### config.mk
export PLATFORM = sky130hd
export DESIGN_NAME = alu_sequencer
export DESIGN_NICKNAME = d
export VERILOG_FILES = /design/src/rtl/alu_sequencer.sv
export SDC_FILE = /design/constraint.sdc
export NUM_CORES = 1
export LEC_CHECK = 0
export BUFFER_PORTS_ARGS = -buffer_cell sky130_fd_sc_hd__buf_4
export CORE_MARGIN = 3
export CORE_UTILIZATION = 35
export CTS_BUF_LIST = sky130_fd_sc_hd__clkbuf_2 sky130_fd_sc_hd__clkbuf_4 sky130_fd_sc_hd__clkbuf_8
export CTS_CLUSTER_DIAMETER = 150
export DETAILED_ROUTE_END_ITERATION = 16
export PLACE_DENSITY_LB_ADDON = 0.25
export SLEW_MARGIN = 10
export SYNTH_ARGS = -nofsm -noshare
export SYNTH_HDL_FRONTEND = slang
export SYNTH_SLANG_ARGS = --single-unit
### constraint.sdc
create_clock -name clk -period 7.3 [get_ports clk]
set_clock_uncertainty 0.1 [all_clocks]
set_input_delay 1.825 -clock clk [delete_from_list [all_inputs] [get_ports clk]]
set_output_delay 1.825 -clock clk [all_outputs]
set_load 0.02 [all_outputs]
### src/rtl/alu_sequencer.sv
// alu_sequencer: initiator-side controller for the 8-bit ALU.
// Accepts one decoded arithmetic/logic instruction, reads its two operands
// from the register file and drives the ALU for a single execute cycle. It
// then writes the result back one byte per cycle: R1:R0 for MUL, rd
// otherwise. SREG may load the ALU flags only in that execute cycle.
//
// Ports:
//   clk, reset_n                  clock, asynchronous active-low reset
//   start, instr_op, rd_addr, rr_addr
//                                 decoder request (sampled only in IDLE)
//   busy, done, err               status; done/err are one-cycle pulses
//   rf_rd_addr_a/b, rf_rd_data_a/b
//                                 register-file read ports (data combinational)
//   rf_wr_en, rf_wr_addr, rf_wr_data
//                                 register-file write port
//   alu_arg1/2, alu_op, alu_use_carry, alu_q
//                                 ALU drive and 16-bit result
//   sreg_in, alu_mem_write, alu_mem_data
//                                 SREG feedback and SREG-load select/value
//
// Build option: define ALU_SEQ_COMPARE_EN to execute CP/CPC (ops 12/13)
// as flag-only SUB/SBC. Without it, ops 12-15 are all illegal.
//
// All control outputs are registered. Each one is computed from the state
// being entered, so it is valid for the whole cycle spent in that state.
// alu_mem_data is a straight copy of sreg_in, because SREG must hold its
// value whenever the ALU is not loading it.

module alu_sequencer #(
    parameter int unsigned RF_ADDR_W   = 5,
    parameter int unsigned MUL_LO_ADDR = 0,
    parameter int unsigned MUL_HI_ADDR = 1
) (
    input  logic                 clk,
    input  logic                 reset_n,
    input  logic                 start,
    input  logic [3:0]           instr_op,
    input  logic [RF_ADDR_W-1:0] rd_addr,
    input  logic [RF_ADDR_W-1:0] rr_addr,
    output logic                 busy,
    output logic                 done,
    output logic                 err,
    output logic [RF_ADDR_W-1:0] rf_rd_addr_a,
    output logic [RF_ADDR_W-1:0] rf_rd_addr_b,
    input  logic [7:0]           rf_rd_data_a,
    input  logic [7:0]           rf_rd_data_b,
    output logic                 rf_wr_en,
    output logic [RF_ADDR_W-1:0] rf_wr_addr,
    output logic [7:0]           rf_wr_data,
    output logic [7:0]           alu_arg1,
    output logic [7:0]           alu_arg2,
    output logic [2:0]           alu_op,
    output logic                 alu_use_carry,
    input  logic [15:0]          alu_q,
    input  logic [7:0]           sreg_in,
    output logic                 alu_mem_write,
    output logic [7:0]           alu_mem_data
);

    // Instruction encodings from the decoder
    localparam logic [3:0] OP_ADD = 4'd0;
    localparam logic [3:0] OP_ADC = 4'd1;
    localparam logic [3:0] OP_SUB = 4'd2;
    localparam logic [3:0] OP_SBC = 4'd3;
    localparam logic [3:0] OP_AND = 4'd4;
    localparam logic [3:0] OP_OR  = 4'd5;
    localparam logic [3:0] OP_EOR = 4'd6;
    localparam logic [3:0] OP_LSL = 4'd7;
    localparam logic [3:0] OP_ROL = 4'd8;
    localparam logic [3:0] OP_LSR = 4'd9;
    localparam logic [3:0] OP_ROR = 4'd10;
    localparam logic [3:0] OP_MUL = 4'd11;
    localparam logic [3:0] OP_CP  = 4'd12;
    localparam logic [3:0] OP_CPC = 4'd13;

    // ALU operation encodings
    localparam logic [2:0] ALU_ADD = 3'd0;
    localparam logic [2:0] ALU_SUB = 3'd1;
    localparam logic [2:0] ALU_MUL = 3'd2;
    localparam logic [2:0] ALU_SHL = 3'd3;
    localparam logic [2:0] ALU_SHR = 3'd4;
    localparam logic [2:0] ALU_AND = 3'd5;
    localparam logic [2:0] ALU_OR  = 3'd6;
    localparam logic [2:0] ALU_XOR = 3'd7;

    typedef enum logic [2:0] {
        IDLE  = 3'd0,
        READ  = 3'd1,
        EXEC  = 3'd2,
        WB_LO = 3'd3,
        WB_HI = 3'd4,
        DONE  = 3'd5
    } state_t;

    // Map an instruction to the ALU op
    function automatic logic [2:0] alu_op_of(input logic [3:0] op);
        case (op)
            OP_ADD, OP_ADC:                 alu_op_of = ALU_ADD;
            OP_SUB, OP_SBC, OP_CP, OP_CPC:  alu_op_of = ALU_SUB;
            OP_MUL:                         alu_op_of = ALU_MUL;
            OP_LSL, OP_ROL:                 alu_op_of = ALU_SHL;
            OP_LSR, OP_ROR:                 alu_op_of = ALU_SHR;
            OP_AND:                         alu_op_of = ALU_AND;
            OP_OR:                          alu_op_of = ALU_OR;
            OP_EOR:                         alu_op_of = ALU_XOR;
            default:                        alu_op_of = ALU_ADD;
        endcase
    endfunction

    // Instructions that consume the incoming carry flag
    function automatic logic uses_carry(input logic [3:0] op);
        uses_carry = (op == OP_ADC) || (op == OP_SBC) || (op == OP_ROL) ||
                     (op == OP_ROR) || (op == OP_CPC);
    endfunction

    // Single-operand shifts and rotates present 0 as the second operand
    function automatic logic is_shift(input logic [3:0] op);
        is_shift = (op >= OP_LSL) && (op <= OP_ROR);
    endfunction

    // Compares update flags only; they never reach writeback
    function automatic logic is_cmp(input logic [3:0] op);
        is_cmp = (op == OP_CP) || (op == OP_CPC);
    endfunction

    function automatic logic op_legal(input logic [3:0] op);
`ifdef ALU_SEQ_COMPARE_EN
        op_legal = (op <= OP_CPC);
`else
        op_legal = (op <= OP_MUL);
`endif
    endfunction

    state_t                 state, next_state;
    logic [3:0]             op_r, op_nx;
    logic [RF_ADDR_W-1:0]   rd_r, rd_nx;
    logic [RF_ADDR_W-1:0]   rr_r, rr_nx;
    logic                   illegal_r, illegal_nx;
    logic [15:0]            res, res_nx;

    logic                   busy_nx, done_nx, err_nx;
    logic [RF_ADDR_W-1:0]   rd_addr_a_nx, rd_addr_b_nx;
    logic                   wr_en_nx;
    logic [RF_ADDR_W-1:0]   wr_addr_nx;
    logic [7:0]             wr_data_nx;
    logic [7:0]             arg1_nx, arg2_nx;
    logic [2:0]             alu_op_nx;
    logic                   use_carry_nx;
    logic                   mem_write_nx;

    assign alu_mem_data = sreg_in;

    // Next state, then the outputs for the state being entered
    always_comb begin
        next_state   = state;
        op_nx        = op_r;
        rd_nx        = rd_r;
        rr_nx        = rr_r;
        illegal_nx   = illegal_r;
        res_nx       = res;
        busy_nx      = 1'b0;
        done_nx      = 1'b0;
        err_nx       = 1'b0;
        rd_addr_a_nx = '0;
        rd_addr_b_nx = '0;
        wr_en_nx     = 1'b0;
        wr_addr_nx   = '0;
        wr_data_nx   = 8'h00;
        arg1_nx      = 8'h00;
        arg2_nx      = 8'h00;
        alu_op_nx    = ALU_ADD;
        use_carry_nx = 1'b0;
        mem_write_nx = 1'b1;

        case (state)
            IDLE: begin
                if (start) begin
                    op_nx      = instr_op;
                    rd_nx      = rd_addr;
                    rr_nx      = rr_addr;
                    illegal_nx = !op_legal(instr_op);
                    next_state = illegal_nx ? DONE : READ;
                end
            end
            READ:    next_state = EXEC;
            EXEC: begin
                res_nx     = alu_q;
                next_state = is_cmp(op_r) ? DONE : WB_LO;
            end
            WB_LO:   next_state = (op_r == OP_MUL) ? WB_HI : DONE;
            WB_HI:   next_state = DONE;
            DONE:    next_state = IDLE;
            default: next_state = IDLE;
        endcase

        busy_nx = (next_state != IDLE);

        case (next_state)
            READ: begin
                rd_addr_a_nx = rd_nx;
                rd_addr_b_nx = rr_nx;
            end
            EXEC: begin
                // Read data is valid now; the ALU argument registers hold
                // the operands for the execute cycle, so a later writeback
                // to rd cannot disturb them.
                arg1_nx      = rf_rd_data_a;
                arg2_nx      = is_shift(op_nx) ? 8'h00 : rf_rd_data_b;
                alu_op_nx    = alu_op_of(op_nx);
                use_carry_nx = uses_carry(op_nx);
                mem_write_nx = 1'b0;
            end
            WB_LO: begin
                wr_en_nx   = 1'b1;
                wr_addr_nx = (op_nx == OP_MUL) ? RF_ADDR_W'(MUL_LO_ADDR) : rd_nx;
                wr_data_nx = res_nx[7:0];
            end
            WB_HI: begin
                wr_en_nx   = 1'b1;
                wr_addr_nx = RF_ADDR_W'(MUL_HI_ADDR);
                wr_data_nx = res_nx[15:8];
            end
            DONE: begin
                done_nx = 1'b1;
                err_nx  = illegal_nx;
            end
            default: ;
        endcase
    end

    // State, instruction context and registered outputs
    always_ff @(posedge clk or negedge reset_n) begin
        if (!reset_n) begin
            state         <= IDLE;
            op_r          <= 4'd0;
            rd_r          <= '0;
            rr_r          <= '0;
            illegal_r     <= 1'b0;
            res           <= 16'h0000;
            busy          <= 1'b0;
            done          <= 1'b0;
            err           <= 1'b0;
            rf_rd_addr_a  <= '0;
            rf_rd_addr_b  <= '0;
            rf_wr_en      <= 1'b0;
            rf_wr_addr    <= '0;
            rf_wr_data    <= 8'h00;
            alu_arg1      <= 8'h00;
            alu_arg2      <= 8'h00;
            alu_op        <= ALU_ADD;
            alu_use_carry <= 1'b0;
            alu_mem_write <= 1'b1;
        end else begin
            state         <= next_state;
            op_r          <= op_nx;
            rd_r          <= rd_nx;
            rr_r          <= rr_nx;
            illegal_r     <= illegal_nx;
            res           <= res_nx;
            busy          <= busy_nx;
            done          <= done_nx;
            err           <= err_nx;
            rf_rd_addr_a  <= rd_addr_a_nx;
            rf_rd_addr_b  <= rd_addr_b_nx;
            rf_wr_en      <= wr_en_nx;
            rf_wr_addr    <= wr_addr_nx;
            rf_wr_data    <= wr_data_nx;
            alu_arg1      <= arg1_nx;
            alu_arg2      <= arg2_nx;
            alu_op        <= alu_op_nx;
            alu_use_carry <= use_carry_nx;
            alu_mem_write <= mem_write_nx;
        end
    end

endmodule

Word-level counts from Yosys, hierarchy flattened
Memory sizes are Yosys's and may differ from the RTL's.
Cells that the tools add are included.
Cells by class
  equality and inequality tests: 18
  muxes and demuxes: 28
  order comparisons: 3
  reductions and logical operators: 10
Operator list (number)
  5-bit 2-to-1 mux: 7
  4-bit equality test (second input constant): 7
  8-bit 2-to-1 mux: 3
  16-bit 2-to-1 mux: 1
  8-bit one-hot mux with 2 select lines: 1
  3-bit one-hot mux with 5 select lines: 1
  3-bit by 2-bit equality test with 1-bit output (second input constant): 4
  3-bit 2-to-1 mux: 4
  5-bit one-hot mux with 2 select lines: 1
  3-bit equality test (second input constant): 3
  4-bit less-or-equal comparator (second input constant): 2
  1-bit 2-to-1 mux: 8
  4-bit 2-to-1 mux: 2
  3-bit by 1-bit equality test with 1-bit output (second input constant): 2
  1-bit logical OR: 5
  4-bit by 1-bit equality test with 1-bit output (second input constant): 1
  4-bit by 2-bit equality test with 1-bit output (second input constant): 1
  4-bit by 3-bit >= comparator with 1-bit output (second input constant): 1
  3-bit logical NOT: 1
  3-bit nonzero test: 1
  2-bit OR reduction: 1
  1-bit logical AND: 1
  1-bit logical NOT: 1
Storage, ports and cells
  ROM bits: 48
  memories: 1
  word-level logic and storage cells: 79
  output and inout bits: 56
  bits in registers: 82
Memory list
  (name not given): depth 16, bits a word 3, rd ports 1, clocked after Yosys merged registers in 0, wr ports 0, RTL line 97  | case (op)

Logic depth before layout (Yosys ltp)
  depth after elaboration: 8
  mapped depth: 10
  gate-level depth less buffers: 7

Worst setup path before layout
Ideal clock, no wire load.
  kind: input -> output
  start point: input sreg_in[0]
  end point: output alu_mem_data[0]
  path slack: 3.416 ns
  stages: 1
  arrival: 1.959 ns
  required time: 5.375 ns
  path buffers: 1
  cells stage by stage: buf_4
RTL lines
  start, declared: RTL line 55  | input logic [7:0] sreg_in,
  end, declared: RTL line 57  | output logic [7:0] alu_mem_data
No word-level cell between the ends.

Worst setup path after layout
  start point: input sreg_in[3]
  end point: output alu_mem_data[3]
No word-level cell between the ends.

==> results.ini <==
[place]
dp_worst_setup_slack_ns = 3.40
hpwl_mm = 4.69
place.gp.congestion = 0.782
port_buffers = 96
placedCellCount = 440

[cts]
ctsHoldBuffers = 0
cts-buffers-inserted = 9
cts-htree-levels = 3
ctsResizeCount = 0
cts-root-buf = clkbuf_8
cts_tree = yes
post_cts_buffers = 0
clk_latency_ns = 0.35
cts_max_path_buffers = 2
cts.clk_slew.worst_paths_ns = 0.08
cts.sinks = 74

[floorplanning]
die_h_um = 98.8
core_um2 = 8300
ios = 113
dieWidth_um = 98.8
rows = 33
start_util_pct = 36.3
die_area_um2 = 9760

[final_layout]
stdcell_count = 456
antenna_cells = 0
final_common_cell = buf_4
final_nets = 408
synthToLayoutAreaGrowth_pct = 30.8
drive_gt1_share_pct = 37.0
final_cell_mix = buf_4, dfrtp_1, inv_1

[synthesis]
synth.distinct_cells = 36
synth_top_family_by_area = simple AND/OR/NAND/NOR gates
synthCells = 255
ys.warnings.count = 0
synth_mux_area_share_pct = 8.63
synth-seq-cells = 74
synth-seq-area-share_pct = 61.5
syn_nets = 317
synth_area_um2 = 3010
synth_compound_area_share_pct = 5.06
postSynthAreaPerCell_um2 = 11.8
synthSimpleGateAreaFrac_pct = 15.7
synthXorXnorAreaFrac_pct = 0
synth_fa_ha_area_share_pct = 2.08

[global_routing]
grt_pass1_wl_mm = 11.0
gr-total-overflow = 0
antenna_found_initial = 0
grt_pass1_vias = 2225
grt_max_degree = 75
track_usage_pct = 14.5

[critical_path]
worst-path-stages = 0
worstPathArrival_ns = 1.83
critical_path.endpoint = alu_mem_data[3]
rr_startpoint = state[1]
reg2reg_to = alu_arg2[6]
worstPathRequired_ns = 5.38
crit_fanout = 1
reg2regPathDepth = 8
end_kind = primary output
critPathLaunchType = input port
crit_start = sreg_in[3]
r2r_setup_slack_ns = 4.74
crit_type = input port to primary output

[run]
cap_violations = 0

[timing]
rsz0062_at_grt = false
worst_slew_pin_slew_ns = 0.905
tns_ns = 0
setup_viol_count_final = 0
worst_slack_ns = 3.55
drv_slew = 0
fin_hold_ws_ns = 0.376
period_minus_slack_ns = 3.75
final_hold_viol_count = 0
fmaxAchievable_mhz = 267
relSlewSlack_pct = 39.6
timing.final.crit_share_pct = 51.4

[min_path]
min_path_type = flip-flop to flip-flop

[power_and_ir_drop]
finalPower_mw = 1.67
power_density_nw_per_um2 = 424
peakVddDrop_mv = 0.162
p_leak_nw = 1.98

[detailed_routing]
wl_per_cell_um = 14.8
dr.pass1.iters = 4
vias = 2098
drtIter0Drc = 59
detail_route.vias_per_cell = 4.60
drt_wl_total_mm = 6.74
postRouteAntennaNets = 0
drcViolationCount = 0

[status]
status = finished clean

layer usage:
layer	vias up	wire length, um	GRT usage, %
li1	1028	-	-
met1	1013	2830	17.5
met2	47	3530	23.9
met3	10	289	3.82
met4	0	89	7.35
met5	-	0	0
final cells by class:
| type | count | area [um^2] |
|---|---|---|
| fill | 773 | 4360 |
| sequential | 74 | 1850 |
| multi-input combinational | 140 | 955 |
| timing repair buffer | 98 | 736 |
| tap | 105 | 131 |
| clock buffer | 9 | 124 |
| inverter | 23 | 86.3 |
| clock inverter | 7 | 58.8 |
registers in the layout (all words and copies together), names as in the netlist, 3 cells and up:
signal        flops
alu_arg1          8
alu_arg2          8
alu_op            3
op_r              4
rd_r              5
res               8
rf_rd_addr_a      5
rf_rd_addr_b      5
rf_wr_addr        5
rf_wr_data        8
rr_r              5
state             3
where the power goes:
| part | internal [mW] | total [mW] | switching (mW) |
|---|---|---|---|
| Combinational | 0.299 | 0.725 | 0.426 |
| Clock | 0.129 | 0.297 | 0.168 |
| Sequential | 0.572 | 0.651 | 0.0788 |
cells by family after synthesis:
group	count (synthesis)
fa+ha+maj	5
compound gates	24
flops	74
mux	25
buf+inv	41
simple gates	86
cell usage after synthesis:
library cell | instances | share of area (%)
nor3b_1 | 7 | 1.7
mux2i_1 | 17 | 5.6
o21bai_1 | 1 | 0.25
nand3b_1 | 1 | 0.25
nand2b_1 | 2 | 0.42
nor2_1 | 10 | 1.2
nand4_1 | 1 | 0.21
ha_1 | 5 | 2.1
or2_2 | 1 | 0.21
o2bb2ai_1 | 1 | 0.29
clkbuf_1 | 3 | 0.37
o22a_1 | 2 | 0.58
nor2_2 | 2 | 0.42
mux2_2 | 8 | 3.0
nor3_1 | 17 | 2.8
nor4_1 | 2 | 0.42
o21ai_0 | 10 | 1.7
buf_4 | 8 | 2.0
o21bai_2 | 1 | 0.37
o31ai_1 | 1 | 0.25
a31oi_1 | 2 | 0.42
nor4b_4 | 1 | 0.79
a21oi_2 | 1 | 0.29
buf_2 | 4 | 0.66
a21oi_1 | 4 | 0.66
buf_6 | 3 | 1.1
o311ai_1 | 1 | 0.29
nor2b_1 | 4 | 0.83
and2_1 | 10 | 2.1
inv_1 | 23 | 2.9
nand3_1 | 12 | 2.0
or3_1 | 1 | 0.21
and3_1 | 3 | 0.62
nand2_1 | 12 | 1.5
dfstp_2 | 1 | 0.87
dfrtp_1 | 73 | 61
worst min-delay path by stage:
stage	from	end	slack, ns	cells past startpoint
5_1_grt	res[15]	res[15]	0.41	2
3_5_place_dp	res[13]	res[13]	0.36	2
3_3_place_gp	res[8]	res[8]	0.35	2
2_1_floorplan	res[10]	res[10]	0.34	2
6_report	res[8]	res[8]	0.38	2
4_1_cts	res[13]	res[13]	0.38	2
through the flow:
| step | cell area, um^2 | util (%) |
|---|---|---|
| global placement | 3760 | 45.3 |
| global route | 3940 | 47.5 |
| detailed placement | 3760 | 45.3 |
| finish | 3940 | 47.5 |
| CTS | 3940 | 47.5 |
| floorplan | 3010 | - |
Note: power is estimated with default switching activity, not from simulation.
